## src/rtl/iomem_timer_pkg.sv

```systemverilog
// Shared definitions for the iomem timer: register offsets, CTRL bit layout
// and the byte-strobe merge used by every read/write register.
package iomem_timer_pkg;

    // Register select values on iomem_addr[4:2]
    localparam logic [2:0] TMR_CTRL   = 3'd0;
    localparam logic [2:0] TMR_LOAD   = 3'd1;
    localparam logic [2:0] TMR_COUNT  = 3'd2;
    localparam logic [2:0] TMR_STATUS = 3'd3;
    localparam logic [2:0] TMR_PRESC  = 3'd4;

    // CTRL bit indices
    localparam int CTRL_EN     = 0;
    localparam int CTRL_AUTO   = 1;
    localparam int CTRL_IRQ_EN = 2;

    typedef struct packed {
        logic irq_en;   // bit 2
        logic auto_rl;  // bit 1
        logic en;       // bit 0
    } ctrl_t;

    function automatic logic [31:0] merge_bytes(input logic [31:0] old_v,
                                                input logic [31:0] new_v,
                                                input logic [3:0]  strb);
        logic [31:0] r;
        for (int b = 0; b < 4; b++) begin
            r[b*8 +: 8] = strb[b] ? new_v[b*8 +: 8] : old_v[b*8 +: 8];
        end
        return r;
    endfunction

endpackage

```

## src/rtl/iomem_timer_if.sv

```systemverilog
// picosoc iomem request/acknowledge bundle as seen by one peripheral slot.
interface iomem_timer_if;
    // valid/ready: a request is accepted on the edge where valid=1 and
    // ready=0; ready is high for exactly that one following cycle, and rdata
    // is meaningful while ready=1.
    logic        iomem_valid;
    logic [3:0]  iomem_wstrb;
    logic [31:0] iomem_addr;
    logic [31:0] iomem_wdata;
    logic [31:0] iomem_rdata;
    logic        iomem_ready;

    modport master (
        output iomem_valid, iomem_wstrb, iomem_addr, iomem_wdata,
        input  iomem_rdata, iomem_ready
    );

    modport slave (
        input  iomem_valid, iomem_wstrb, iomem_addr, iomem_wdata,
        output iomem_rdata, iomem_ready
    );
endinterface

```

## src/rtl/iomem_timer_prescaler.sv

```systemverilog
// Prescaler for the iomem timer: one tick every PRESC+1 cycles while enabled.
module iomem_timer_prescaler #(
    parameter int PRE_W = 16
) (
    input  logic             clk,
    input  logic             resetn,
    input  logic             en_i,
    input  logic [PRE_W-1:0] presc_i,
    output logic             tick_o
);

    logic [PRE_W-1:0] pcnt_q;
    logic [PRE_W-1:0] pcnt_d;

    assign tick_o = en_i && (pcnt_q == presc_i);

    // >= rather than == so a PRESC lowered below the running count still wraps
    always_comb begin
        pcnt_d = pcnt_q + 1'b1;
        if (!en_i || (pcnt_q >= presc_i)) begin
            pcnt_d = '0;
        end
    end

    always_ff @(posedge clk or negedge resetn) begin
        if (!resetn) begin
            pcnt_q <= '0;
        end else begin
            pcnt_q <= pcnt_d;
        end
    end

endmodule

```

## src/rtl/iomem_timer.sv

```systemverilog
// Down-counting timer on the picosoc iomem bus with prescaler, auto-reload
// or one-shot mode and a level interrupt (EXP & IRQ_EN).
module iomem_timer
    import iomem_timer_pkg::*;
#(
    parameter int CNT_W = 32,
    parameter int PRE_W = 16
) (
    input  logic          clk,
    input  logic          resetn,
    iomem_timer_if.slave  bus,
    output logic          irq
);

    ctrl_t            ctrl_q,  ctrl_d;
    logic [CNT_W-1:0] load_q,  load_d;
    logic [CNT_W-1:0] count_q, count_d;
    logic             exp_q,   exp_d;
    logic [PRE_W-1:0] presc_q, presc_d;
    logic             ready_q;
    logic [31:0]      rdata_q;
    logic [31:0]      rdata_sel;
    logic             tick;

    logic [2:0] sel;
    logic       access;
    logic       wr;
    logic       wr_ctrl, wr_load, wr_count, wr_presc, w1c_status;
    logic       unused_addr;

    assign sel         = bus.iomem_addr[4:2];
    assign unused_addr = ^{bus.iomem_addr[31:5], bus.iomem_addr[1:0]};

    // ready toggles with valid held, so each access is seen exactly once
    assign access = bus.iomem_valid && !ready_q;
    assign wr     = access && (bus.iomem_wstrb != 4'b0000);

    assign wr_ctrl    = wr && (sel == TMR_CTRL);
    assign wr_load    = wr && (sel == TMR_LOAD);
    assign wr_count   = wr && (sel == TMR_COUNT);
    assign wr_presc   = wr && (sel == TMR_PRESC);
    assign w1c_status = wr && (sel == TMR_STATUS) &&
                        bus.iomem_wstrb[0] && bus.iomem_wdata[0];

    iomem_timer_prescaler #(
        .PRE_W (PRE_W)
    ) u_prescaler (
        .clk     (clk),
        .resetn  (resetn),
        .en_i    (ctrl_q.en),
        .presc_i (presc_q),
        .tick_o  (tick)
    );

    always_comb begin
        rdata_sel = 32'h0;
        case (sel)
            TMR_CTRL:   rdata_sel = 32'(ctrl_q);
            TMR_LOAD:   rdata_sel = 32'(load_q);
            TMR_COUNT:  rdata_sel = 32'(count_q);
            TMR_STATUS: rdata_sel = {31'h0, exp_q};
            TMR_PRESC:  rdata_sel = 32'(presc_q);
            default:    rdata_sel = 32'h0;
        endcase
    end

    always_comb begin
        ctrl_d  = ctrl_q;
        load_d  = load_q;
        count_d = count_q;
        exp_d   = exp_q;
        presc_d = presc_q;

        if (w1c_status) begin
            exp_d = 1'b0;
        end

        // A CPU write to CTRL or COUNT on a tick edge suppresses the tick;
        // an expiry on the same edge as a W1C overrides the clear above.
        if (tick && !(wr_ctrl || wr_count)) begin
            if (count_q != '0) begin
                count_d = count_q - 1'b1;
            end else begin
                exp_d = 1'b1;
                if (ctrl_q.auto_rl) begin
                    count_d = load_q;
                end else begin
                    ctrl_d.en = 1'b0;
                end
            end
        end

        if (wr_ctrl) begin
            ctrl_d = ctrl_t'(3'(merge_bytes(32'(ctrl_q), bus.iomem_wdata, bus.iomem_wstrb)));
        end
        if (wr_load) begin
            load_d = CNT_W'(merge_bytes(32'(load_q), bus.iomem_wdata, bus.iomem_wstrb));
        end
        if (wr_count) begin
            count_d = CNT_W'(merge_bytes(32'(count_q), bus.iomem_wdata, bus.iomem_wstrb));
        end
        if (wr_presc) begin
            presc_d = PRE_W'(merge_bytes(32'(presc_q), bus.iomem_wdata, bus.iomem_wstrb));
        end
    end

    always_ff @(posedge clk or negedge resetn) begin
        if (!resetn) begin
            ctrl_q  <= '0;
            load_q  <= '0;
            count_q <= '0;
            exp_q   <= 1'b0;
            presc_q <= '0;
            ready_q <= 1'b0;
            rdata_q <= 32'h0;
        end else begin
            ctrl_q  <= ctrl_d;
            load_q  <= load_d;
            count_q <= count_d;
            exp_q   <= exp_d;
            presc_q <= presc_d;
            ready_q <= access;
            if (access) begin
                rdata_q <= rdata_sel;
            end
        end
    end

    assign bus.iomem_ready = ready_q;
    assign bus.iomem_rdata = rdata_q;
    assign irq             = exp_q && ctrl_q.irq_en;

endmodule

```

## src/flat_wrapper.sv

```systemverilog
// flat-port wrapper written by rule: the top's interface ports become plain ports
module iomem_timer_flat import iomem_timer_pkg::*;
#(
    parameter int CNT_W = 32,
    parameter int PRE_W = 16
)
  (clk, resetn, irq, bus_iomem_valid, bus_iomem_wstrb, bus_iomem_addr, bus_iomem_wdata, bus_iomem_rdata, bus_iomem_ready);
  iomem_timer_if bus_i ();
  input  logic clk;
  input  logic resetn;
  output logic irq;
  input wire logic [$bits(bus_i.iomem_valid)-1:0] bus_iomem_valid;
  input wire logic [$bits(bus_i.iomem_wstrb)-1:0] bus_iomem_wstrb;
  input wire logic [$bits(bus_i.iomem_addr)-1:0] bus_iomem_addr;
  input wire logic [$bits(bus_i.iomem_wdata)-1:0] bus_iomem_wdata;
  output wire logic [$bits(bus_i.iomem_rdata)-1:0] bus_iomem_rdata;
  output wire logic [$bits(bus_i.iomem_ready)-1:0] bus_iomem_ready;
  assign bus_i.iomem_valid = bus_iomem_valid;
  assign bus_i.iomem_wstrb = bus_iomem_wstrb;
  assign bus_i.iomem_addr = bus_iomem_addr;
  assign bus_i.iomem_wdata = bus_iomem_wdata;
  assign bus_iomem_rdata = bus_i.iomem_rdata;
  assign bus_iomem_ready = bus_i.iomem_ready;
  iomem_timer #(.CNT_W(CNT_W), .PRE_W(PRE_W)) u_core (.clk(clk), .resetn(resetn), .bus(bus_i), .irq(irq));
endmodule
```

## config.mk

```make
export PLATFORM = sky130hd
export DESIGN_NAME = iomem_timer_flat
export DESIGN_NICKNAME = d
export VERILOG_FILES = /design/src/rtl/iomem_timer_pkg.sv /design/src/rtl/iomem_timer_if.sv /design/src/rtl/iomem_timer_prescaler.sv /design/src/rtl/iomem_timer.sv /design/src/flat_wrapper.sv
export SDC_FILE = /design/constraint.sdc
export NUM_CORES = 1
export LEC_CHECK = 0
export BUFFER_PORTS_ARGS = -buffer_cell sky130_fd_sc_hd__buf_2
export CAP_MARGIN = 20
export CORE_UTILIZATION = 50
export DETAILED_ROUTE_END_ITERATION = 6
export PLACE_DENSITY = 0.67
export SETUP_SLACK_MARGIN = 0.3
export SYNTH_ARGS = -nofsm -noshare
export SYNTH_HDL_FRONTEND = slang
export SYNTH_SLANG_ARGS = --single-unit
```

## constraint.sdc

```tcl
create_clock -name clk -period 7.05 [get_ports clk]
set_input_delay 1.7625 -clock clk [delete_from_list [all_inputs] [get_ports clk]]
set_output_delay 1.7625 -clock clk [all_outputs]
set_load 0.02 [all_outputs]
```

==> After elaboration in Yosys (flattened, before gate mapping) <==
Index checks and enable logic that the tools add are counted.
{ "word_totals": {"reg_bits": 133, "latchBits": 0, "mem_bits_rw": 0, "mem_bits_ro": 0, "output_inout_bits": 34, "n_memories": 0} }
{ "op_classes": {"n_addsub": 2, "multipliers": 0, "div_mod_pow": 0, "n_lt_le_gt_ge": 1, "n_eq_ne": 12, "n_shift": 0, "muxes": 18, "n_bitwise": 0, "reduce_logical": 35} }
{ "op_table": {"columns": ["operator", "n"], "rows": [
  ["one-hot mux 32 bit (5 select lines)", 1],
  ["two-way mux 32 bit", 4],
  ["two-way mux 8 bit", 4],
  ["nonzero test 32 bit", 1],
  ["subtractor 32 x 1 -> 32 bit, second input constant", 1],
  ["adder 16 x 1 -> 16 bit, second input constant", 1],
  ["== test 16 bit", 1],
  ["greater-or-equal comparator 16 bit", 1],
  ["two-way mux 16 bit", 1],
  ["AND reduction 2 bit", 7],
  ["logical AND 1 bit", 12],
  ["!= test 2 bit, second input constant", 6],
  ["AND reduction 3 bit", 4],
  ["two-way mux 1 bit", 8],
  ["== test 3 x 2 -> 1 bit, second input constant", 2],
  ["AND reduction 4 bit", 1],
  ["nonzero test 2 bit", 2],
  ["nonzero test 4 bit", 1],
  ["== test 3 x 1 -> 1 bit, second input constant", 1],
  ["== test 3 bit, second input constant", 1],
  ["zero test 1 bit", 3],
  ["zero test 3 bit", 1],
  ["nonzero test 3 bit", 1],
  ["logical OR 1 bit", 2],
  ["!= test 2 x 1 -> 1 bit, second input constant", 1]
]} }

==> Depth between registers and ports, before layout <==
Gate-level depths: netlist (run 1).
{ "depth": {"ltp_word": 9, "depth_mapped": 9, "depth_no_buf": 8} }

==> Hierarchy <==
From an unflattened synthesis (run 1), not the netlist that was laid out.
{ "unflattened": {"hier_cells": 797, "area_unflattened_um2": 7634.8} }
{ "modules_own_cells": {"columns": ["module", "instances", "cells_per_inst", "area_each_um2"], "rows": [
  ["iomem_timer", 1, 661, 6334.8],
  ["iomem_timer_prescaler", 1, 136, 1300.0]
]} }

==> Worst setup path after synthesis (run 1) <==
Ideal clock, no wire load.
{ "synth_path": {"kind": "input port to flip-flop", "from": "in bus_iomem_wstrb[0]", "to": "reg u_core.count_q[18]", "setup_time_ns": 0.086, "t_arrival_ns": 3.631, "path_slack_ns": 3.334, "cell_stages": 8, "path_buffers": 2, "cell_sequence": "clkbuf_1 -> or4_1 -> nand3b_1 -> nand4_1 -> a21oi_1 -> clkbuf_1 -> o22ai_1 -> a32oi_1"} }
{ "synth_between": {"elab_chain_len": 8, "elab_cells_between_ends": 12, "classes_between": "eq/ne (1); mux (1); reduce/logical (10)"} }
{ "synth_rtl": {"columns": ["element", "line_no", "rtl"], "rows": [
  ["start: declaration", "flat_wrapper.sv:13", "input wire logic [$bits(bus_i.iomem_wstrb)-1:0] bus_iomem_wstrb;"],
  ["nonzero test 4 bit (*)", "iomem_timer.sv:36", "assign wr = access && (bus.iomem_wstrb != 4'b0000);"],
  ["logical AND 1 bit (*)", "iomem_timer.sv:36", null],
  ["logical AND 1 bit (on tied branches)", "iomem_timer.sv:38, iomem_timer.sv:40", null],
  ["logical OR 1 bit", "iomem_timer.sv:80", "if (tick && !(wr_ctrl || wr_count)) begin"],
  ["zero test 1 bit", "iomem_timer.sv:80", null],
  ["logical AND 1 bit", "iomem_timer.sv:80", null],
  ["nonzero test 2 bit (no line)", null, null],
  ["AND reduction 3 bit (no line)", null, null],
  ["end signal: assignment", "iomem_timer.sv:119", "count_q <= count_d;"],
  ["end: declaration", "iomem_timer.sv:17", "logic [CNT_W-1:0] count_q, count_d;"]
]} }
Every way passes the cells marked *; elsewhere a longest branch is shown, timed or not.
A chain may end at the register's enable or synchronous reset.

==> Worst setup path after layout (run 1) <==
{ "layout_path": {"from": "in bus_iomem_wstrb[0]", "to": "reg u_core.count_q[28]"} }
The elaborated chain is that of the path after synthesis.

==> results.md, run 1 <==
- TritonCTS built the clock tree.
- The H-tree generated during clock tree synthesis spans 4 levels.
- The number of global-route vias before repair is 6,562.
- The total overflow left after global routing is 0.
- The largest fanout of any net on the critical path is 9.
- The first global-routing pass estimated 33,290 um of wire.
- The via density per instance is 6.190.
- The number of warnings issued by yosys is 0.
- In the final routed layout, each cell accounts on average for 19.65 um.
- The worst setup path is launched from an input port.
- The final count of hold timing violations came to 0.
- The remaining number of nets flagged by the antenna check after routing is 0.
- The flip-flop and latch count after synthesis is 133.
- The worst flop-to-flop path startpoint is u_core.count_q[23].
- The number of antenna violations at the first check in global routing came to 0.
- Derived from the worst setup path, the maximum achievable clock frequency is 0.2462 GHz.
- The number of buffers added by the clock tree synthesis step is 17.
- The number of instances in the synthesized netlist is 802.
- The share of the cycle needed by the critical path after routing is 0.5762.
- The longest clock path from root to sink contains 2 buffers.
- The power share of the clock group is 0.409.
- Across the routed clock network, the largest skew measured is 0.01570 ns.
- The tree is rooted in a sky130_fd_sc_hd__clkbuf_16.
- The internal power of the cells totals 1705 uW.
- The number of distinct library cells after synthesis is 60.
- The floorplan has 44 rows.
- The most critical setup path has its startpoint at bus_iomem_wstrb[0].
- The data arrival time of the critical path is 4.37 ns.
- The filler cells instantiated in the layout total 1,264.
- The slew at the pin with the worst max-slew slack is 1.076 ns.
- The max-slew violation total from the final report is 0.
- The final cell area excluding filler cells is 8572 um2.
- The critical path required time is 7.35 ns.
- The worst setup path is captured at a flip-flop.
- The initial standard-cell utilization of the core is 0.5106.
- The commonest register cell after synthesis is sky130_fd_sc_hd__dfrtp_1.
- The flow ran to the end, and the final reports show no timing, DRC or antenna violations.
- In this run the mean area of a mapped cell was 9.253 um2.
- After synthesis, the share of flip-flops with an asynchronous set or reset is 1.000.
- Of the total power, registers draw 0.418.
- Relative to the synthesized area, the layout overhead comes to 15.51%.
- The biggest area contributor in the post-synthesis netlist is sky130_fd_sc_hd__dfrtp_1.
- Dividing total power by cell area gives a power density of 281.2 nW/um2.
- The final antenna diode count is 0.
- Of the post-synthesis cell area, the dominant cell type holds 0.4485.
- The worst hold-check path type is flip-flop to flip-flop.
- Setup repair after global routing left no endpoint under its margin.
- Before antenna repair, the detailed router went through 5 iterations.
- In this run the register-to-register setup slack is 3.63 ns.
- By area the synthesized netlist is led by sky130_fd_sc_hd__dfrtp_1 45%, sky130_fd_sc_hd__mux2_2 6.5%, sky130_fd_sc_hd__nand2_1 5.9%.
- The clock reaches the later pin of the worst-skew pair after 0.43 ns.
- The cell area after synthesis is 7421 um2.
- After detailed routing, the number of remaining DRC violations is 0.
- Entering global routing, the biggest net connects 77 pins.
- The clock slew at the register clock pins of the worst setup and hold paths is 0.06 ns.
- During placement, the flow inserted port buffers numbering 75.
- The peak supply drop is 172.6 uV.
- The floorplan step defined a die boundary enclosing 15,330 um2.
- The number of buffers inserted by post-CTS setup repair is 0.
- The startpoint-to-endpoint class of the critical path is input port to flip-flop.
- The number of primary I/O pins is 105.
- Counting flops with a built-in enable in the synthesized netlist gives 0.
- The via count is 6,555.
- Max-cap violations in this run came to 0.
- The switching component of the power is 705.7 uW.
- The floorplan step set the die height to 123.8 um.
- In this run, the number of DRC markers left after iteration 0 of detailed routing was 631.
- The die width is 123.8 um.
- The core area is 14,530 um2.
- The total number of nets in the final design is 952.
- Of the total power, combinational logic draws 0.173.
- The half-perimeter wire length after placement is 14,180 um.
- The share of the Yosys chip area taken by registers is 0.4485.
- Post-CTS repair changed the size of 0 cells.
- The total negative slack is 0 ns.
- The reg-to-reg endpoint is u_core.count_q[28].
- The placer's final routability congestion estimate is 0.9269.
- The total nets after synthesis is 892.
- The number of hold buffers added after cts is 0.
- The fraction of layout cells with a size suffix above 1 is 0.1966.
- The time the worst path needs with I/O delays and setup is 4.063 ns.
- After detailed placement, the total cell area comes to 7901 um2.
- In this run the worst setup path terminates at u_core.count_q[28].
- The remaining max-slew budget at the tightest pin is 0.2827.
- The detailed-route wire length is 20,810 um.
- Measured in cells, the most critical reg-to-reg path has a length of 7.
- The most numerous cell in the Yosys netlist is sky130_fd_sc_hd__dfrtp_1.
- For this design, the sink count on the clock tree is 133.
- Ranked by instance count, the synthesized netlist is headed by 133 x sky130_fd_sc_hd__dfrtp_1, 116 x sky130_fd_sc_hd__nand2_1, 66 x sky130_fd_sc_hd__nor2_1.
- The analysis attributes to cell leakage a power of 0.003845 uW.
- The net switching share of the total power is 0.2927.
- The setup violation total in the final timing report is 0.
- The overall track demand over capacity in global routing is 0.2887.
==> power groups by stage <==
stage | Combinational [uW] | Clock (uW) | Sequential [uW]
finish | 418 | 985 | 1010
floorplan | 286 | 0 | 990
global placement | 399 | 0 | 1010
detailed placement | 413 | 0 | 1010
global route | 471 | 1030 | 1020
CTS | 419 | 995 | 1000
==> sequential cells by signal (all words and copies together), names as in the netlist <==
| register | cells |
|---|---|
| u_core.bus.iomem_ready | 1 |
| u_core.presc_q | 16 |
| u_core.u_prescaler.pcnt_q | 16 |
| u_core.count_q | 32 |
| u_core.load_q | 32 |
| u_core.bus.iomem_rdata | 32 |
| u_core.exp_q | 1 |
| u_core.ctrl_q | 3 |
==> worst min path at each step <==
| stage | start | end | slack (ns) | cells past startpoint |
|---|---|---|---|---|
| 6_report | u_core.bus.iomem_rdata[24] | u_core.bus.iomem_rdata[24] | 0.47 | 2 |
| 5_1_grt | u_core.bus.iomem_rdata[8] | u_core.bus.iomem_rdata[8] | 0.51 | 2 |
| 4_1_cts | u_core.bus.iomem_rdata[25] | u_core.bus.iomem_rdata[25] | 0.48 | 2 |
| 3_5_place_dp | u_core.bus.iomem_rdata[25] | u_core.bus.iomem_rdata[25] | 0.46 | 2 |
| 3_3_place_gp | u_core.bus.iomem_rdata[21] | u_core.bus.iomem_rdata[21] | 0.46 | 2 |
| 2_1_floorplan | u_core.u_prescaler.pcnt_q[0] | u_core.u_prescaler.pcnt_q[0] | 0.48 | 1 |
==> per-stage QoR <==
step	instances	power (uW)	setup slack, ns	hold slack [ns]	util
6_report	1059	2411	2.987	0.4732	0.5898
4_1_cts	1056	2417	3.114	0.4782	0.5882
3_3_place_gp	1024	1407	2.781	0.4587	0.5436
2_1_floorplan	802	1276	3.334	0.4776	-
5_1_grt	1059	2524	2.902	0.5149	0.5898
3_5_place_dp	1024	1428	2.716	0.4648	0.5436
==> logic make-up (layout without fill, tap and decap cells) <==
group,after synthesis,count (layout),synth area share
AO/OA/AOI/OAI,211,211,0.1909
XOR/XNOR,23,23,0.02715
adder cells (fa/ha/maj),19,19,0.03204
buffers and inverters,79,152,0.04400
flip-flops,133,133,0.4485
multiplexers,46,46,0.07098
AND/OR/NAND/NOR,291,291,0.1865
==> cell usage in the layout (no fill, tap or decap), types with 17 or more instances in the layout <==
cell type / count
sky130_fd_sc_hd__a21oi_1: 29
sky130_fd_sc_hd__a22oi_1: 34
sky130_fd_sc_hd__buf_2: 74
sky130_fd_sc_hd__clkbuf_16: 17
sky130_fd_sc_hd__dfrtp_1: 133
sky130_fd_sc_hd__ha_1: 19
sky130_fd_sc_hd__inv_1: 31
sky130_fd_sc_hd__mux2_2: 43
sky130_fd_sc_hd__nand2_1: 116
sky130_fd_sc_hd__nor2_1: 66
sky130_fd_sc_hd__o21ai_0: 54
==> routing by layer <==
layer,GRT usage,routed length (um)
met3,0.05998,1114
met2,0.4802,10410
met4,0.1446,570
met5,0,0
met1,0.3543,8720
==> critical path: stages <==
cell and delay (ns):
sky130_fd_sc_hd__buf_2 0.16, sky130_fd_sc_hd__or4_1 0.62, sky130_fd_sc_hd__nand3b_1 0.16, sky130_fd_sc_hd__nand4_1 0.23
sky130_fd_sc_hd__a21oi_1 0.79, sky130_fd_sc_hd__buf_4 0.30, sky130_fd_sc_hd__a21oi_1 0.11, sky130_fd_sc_hd__o22a_1 0.24
==> area by class of cell <==
| class | instances | area [um2] | area share |
|---|---|---|---|
| Multi-Input combinational cell | 590 | 3766 | 0.4394 |
| Clock buffer | 19 | 442.9 | 0.05167 |
| Sequential cell | 133 | 3328 | 0.3883 |
| Tap cell | 184 | 230.2 | 0.02686 |
| Clock inverter | 13 | 205.2 | 0.02394 |
| Timing Repair Buffer | 88 | 479.2 | 0.05590 |
| Inverter | 32 | 120.1 | 0.01401 |
No activity file was read; power rests on OpenSTA's default activity.
==> run 2: changes to the inputs <==
--- a/config.mk
+++ b/config.mk
@@ -5,11 +5,12 @@
 export SDC_FILE = /design/constraint.sdc
 export NUM_CORES = 1
 export LEC_CHECK = 0
+export ABC_AREA = 1
 export BUFFER_PORTS_ARGS = -buffer_cell sky130_fd_sc_hd__buf_2
 export CAP_MARGIN = 20
 export CORE_UTILIZATION = 50
 export DETAILED_ROUTE_END_ITERATION = 6
-export PLACE_DENSITY = 0.67
+export PLACE_DENSITY = 0.69
 export SETUP_SLACK_MARGIN = 0.3
 export SYNTH_ARGS = -nofsm -noshare
 export SYNTH_HDL_FRONTEND = slang
==> constraint.sdc (replaced) <==
create_clock -name clk -period 3.7 [get_ports clk]
set_input_delay 0.925 -clock clk [delete_from_list [all_inputs] [get_ports clk]]
set_output_delay 0.925 -clock clk [all_outputs]
set_load 0.02 [all_outputs]
==> run 2 against run 1 <==
- largest power group is now combinational logic
- hold slack worse by 0.016 ns
- worst setup slack worse by 1.9 ns
- sequential power rose by 110%
==> results.md, run 2 <==
- The remaining number of nets flagged by the antenna check after routing is 0 (unchanged).
- The peak supply drop is 354.2 uV (+110%).
- The remaining max-slew budget at the tightest pin is 0.3733 (+0.09057).
- The number of standard-cell rows in the floorplan is 45 (+2.3%).
- The cell area after synthesis is 8011 um2 (+8.0%).
- The number of buffers added by the clock tree synthesis step is 17 (unchanged).
- The largest stage delay on the critical path is 0.79 ns (about the same).
- The placer's final routability congestion estimate is 0.9456 (+2.0%).
- The first-pass GRT wire length is 37,710 um (+13%).
- The worst flop-to-flop path startpoint is u_core.bus.iomem_ready.
- The root buffer cell chosen for the clock tree is sky130_fd_sc_hd__clkbuf_16.
- The data arrival time of the critical path is 3.02 ns (-1.35 ns).
- The final count of hold timing violations was 0 (unchanged).
- Dividing the final minimum period by the clock period gives 0.7183.
- The most numerous cell in the Yosys netlist is sky130_fd_sc_hd__nand2_1.
- The sum of buffers and inverters on the critical path was 2 (unchanged).
- The count of buffers from port buffering is 75 (unchanged).
- The worst path in the final design needs a cycle of 2.658 ns, including I/O delays and setup.
- The maximum operating frequency is 0.3763 GHz.
- The largest net degree at the start of global routing was 58 (-25%).
- The total negative slack is 0 ns (unchanged).
- Traced cell by cell, the critical path runs through buf_2, nor3_2, nand2_1, inv_1, nand2_1, nand2_1, nand2_1, nand2_1.
- The count of cells resized by post-cts repair was 0 (unchanged).
- The portion of synthesized cell area occupied by the leading cell type is 0.4154 (-0.03306).
- The total number of nets in the final design is 1,318 (+38%).
- The largest fanout of any net on the critical path is 23 (+14).
- The slew at the pin with the worst max-slew slack is 0.9366 ns (-0.1393 ns).
- Leaving out fill and tap cells, the most frequent cell in the layout is sky130_fd_sc_hd__nand2_1.
- The flip-flop and latch count after synthesis is 133 (unchanged).
- The total nets after synthesis is 1,248 (+40%).
- The number of antenna violations at the first check in global routing came to 0 (unchanged).
- The final antenna diode count came to 0 (unchanged).
- The critical path required time is 4.07 ns (-3.28 ns).
- The sequential area share after synthesis came to 0.4154 (-0.03306).
- The worst reg2reg path depth came to 9 (+2).
- The core area came to 15,430 um2 (+6.1%).
- Counting stages on the worst path, the most repeated cell is sky130_fd_sc_hd__nand2_1.
- The number of enable-type register cells in the synthesized netlist is 0 (unchanged).
- In the layout the commonest cells are 423 x sky130_fd_sc_hd__nand2_1, 133 x sky130_fd_sc_hd__dfrtp_1, 130 x sky130_fd_sc_hd__inv_1, 121 x sky130_fd_sc_hd__nor2_1.
- The slowest stage cell on the critical path is sky130_fd_sc_hd__inv_1.
- The remaining global-route overflow is 0 (unchanged).
- The kind of start point of the critical path is an input port.
- The endpoint identified for the worst register-to-register timing path is u_core.count_q[11].
- The initial standard-cell utilization of the core came to 0.5193 (+0.008714).
- The CTS tree is built.
- The static leakage is 0.004873 uW (+27%).
- The number of primary I/O pins is 105 (unchanged).
- The flop-to-flop setup slack is 1.34 ns (-2.29 ns).
- The post-synthesis area per instance is 6.918 um2 (-25%).
- The clock insertion delay at the later pin of the skew report is 0.43 ns (about the same).
- The vertical die dimension is 128.6 um (+3.8%).
- Among all flip-flop cells after synthesis, the most frequent one is sky130_fd_sc_hd__dfrtp_1.
- The first-pass detailed-route iteration total came to 6 (+1).
- The max-slew violation total from the final report is 0 (unchanged).
- The number of buffers inserted by post-CTS setup repair is 0 (unchanged).
- The number of warnings issued by yosys is 0 (unchanged).
- The worst setup path is of the input port to flip-flop kind.
- The fraction of layout cells with a size suffix above 1 came to 0.1160 (-0.08054).
- The post-synthesis async set-or-reset flop share is 1.000 (unchanged).
- The clock tree skew after final layout came to 0.008642 ns (-0.007054 ns).
- The number of instances in the synthesized netlist is 1,158 (+44%).
- The power density relative to cell area is 692.7 nW/um2 (+150%).
- The via count is 7,779 (+19%).
- The cell taking the most area after synthesis is sky130_fd_sc_hd__dfrtp_1.
- The max-cap violation count is 0 (unchanged).
- The commonest cells after synthesis are 423 x sky130_fd_sc_hd__nand2_1, 133 x sky130_fd_sc_hd__dfrtp_1, 130 x sky130_fd_sc_hd__inv_1.
- The routed length per instance is 15.75 um (-20%).
- The utilization after layout is 0.5940 (+0.004208).
- The half-perimeter wire length after placement came to 16,920 um (+19%).
- The worst hold-check path type is input port to async pin.
- The overall track demand over capacity in global routing came to 0.2964 (+0.007741).
- The area growth from synthesis to layout is 14.38%.
- The detailed-route wire length was 22,870 um (+9.9%).
- The die area came to 16,530 um2 (+7.8%).
- The setup violation total in the final timing report came to 0 (unchanged).
- The number of sinks driven by the clock tree is 133 (unchanged).
- The clock slew at the register clock pins of the worst setup and hold paths was 0.06 ns (about the same).
- The number of hold buffers added after cts was 0 (unchanged).
- STA classifies the critical path endpoint as a flip-flop.
- The maximum buffer depth of the clock tree is 2 (unchanged).
- The number of global-route vias before repair is 7,275 (+11%).
- The flow ran to the end, and the final reports show no timing, DRC or antenna violations.
- The number of H-tree levels is 4 (unchanged).
- By area the synthesized netlist is led by sky130_fd_sc_hd__dfrtp_1 42%, sky130_fd_sc_hd__nand2_1 20%, sky130_fd_sc_hd__inv_1 6.1%.
- The DRC violation count after routing is 0 (unchanged).
- The gate family responsible for the most delay along the worst path is simple AND/OR/NAND/NOR gates.
- Setup repair after global routing left no endpoint under its margin.
- The via density per instance is 5.357 (-13%).
- The number of DRC violations after detailed-routing iteration 0 is 814 (+29%).
- The die width is 128.6 um (+3.8%).
- The number of distinct library cells after synthesis is 38 (-37%).
- The start point of the critical path is bus_iomem_addr[4].
run 2: cell types whose count changed in the layout (fill, tap and decap cells not counted), sizes merged, moves of 9 or more:
cell / delta
a2bb2oi: -9
nand2: +312
a22oi: -34
o22ai: +12
o22a: -9
nor2: +63
inv: +105
a31oi: -14
mux2: -43
o21ai: +32
nand3: +72
xnor2: -9
run 2: how the worst max path moves through the flow:
stage / cells past startpoint / endpoint / slack [ns]
2_1_floorplan: 9 / u_core.count_q[3] / 1.60
3_3_place_gp: 7 / u_core.count_q[5] / 0.72
3_5_place_dp: 7 / u_core.count_q[10] / 0.69
4_1_cts: 7 / u_core.count_q[10] / 1.13
5_1_grt: 8 / u_core.count_q[13] / 0.89
6_report: 8 / u_core.count_q[11] / 1.04
run 2: area by class of cell:
class,instances,area [um2]
clock inverters,12,127.6
flip-flops and latches,133,3328
inverters,135,511.7
clock buffers,20,466.7
fillers,1524,6264
well taps,211,264.0
multi-input cells,856,4009
repair buffers,85,456.7
run 2: per-layer routing:
| metal | part of all wire | global-route usage | up-vias |
|---|---|---|---|
| li1 | - | - | 3810 |
| met1 | 0.48 | 0.4468 | 3569 |
| met2 | 0.41 | 0.4277 | 362 |
| met3 | 0.084 | 0.06029 | 38 |
| met4 | 0.020 | 0.08720 | 0 |
| met5 | 0 | 0 | - |
run 2: worst register-to-register path, delay by kind of cell (launching register included):
family,cells,cell delay [ns]
AO/OA/AOI/OAI,1,0.22
buffers and inverters,2,0.84
flip-flops,1,0.37
AND/OR/NAND/NOR,6,0.88
run 2: stage by stage:
step                      area, um2  hold WS (ns)  total power [uW]  std cells  setup slack [ns]
final                          9164        0.4569              6348       1452             1.042
after global routing           9164        0.4938              6824       1452            0.8873
after CTS                      9164        0.4767              6291       1452             1.131
after detailed placement       8569        0.4611              4569       1420            0.6899
after global placement         8569        0.4566              4525       1420            0.7232
after floorplan                8011        0.4530              3862       1158             1.603
run 2: cells by family after synthesis:
group	synth area share
flops	0.4154
fa+ha+maj	0.02967
xor+xnor	0.01749
simple gates	0.3573
buf+inv	0.08418
compound gates	0.09589
run 2: power by group:
part	internal, uW	switching [uW]	leakage (uW)
Sequential	1780	357	0.00174
Clock	1040	669	0.000284
Combinational	783	1720	0.00285
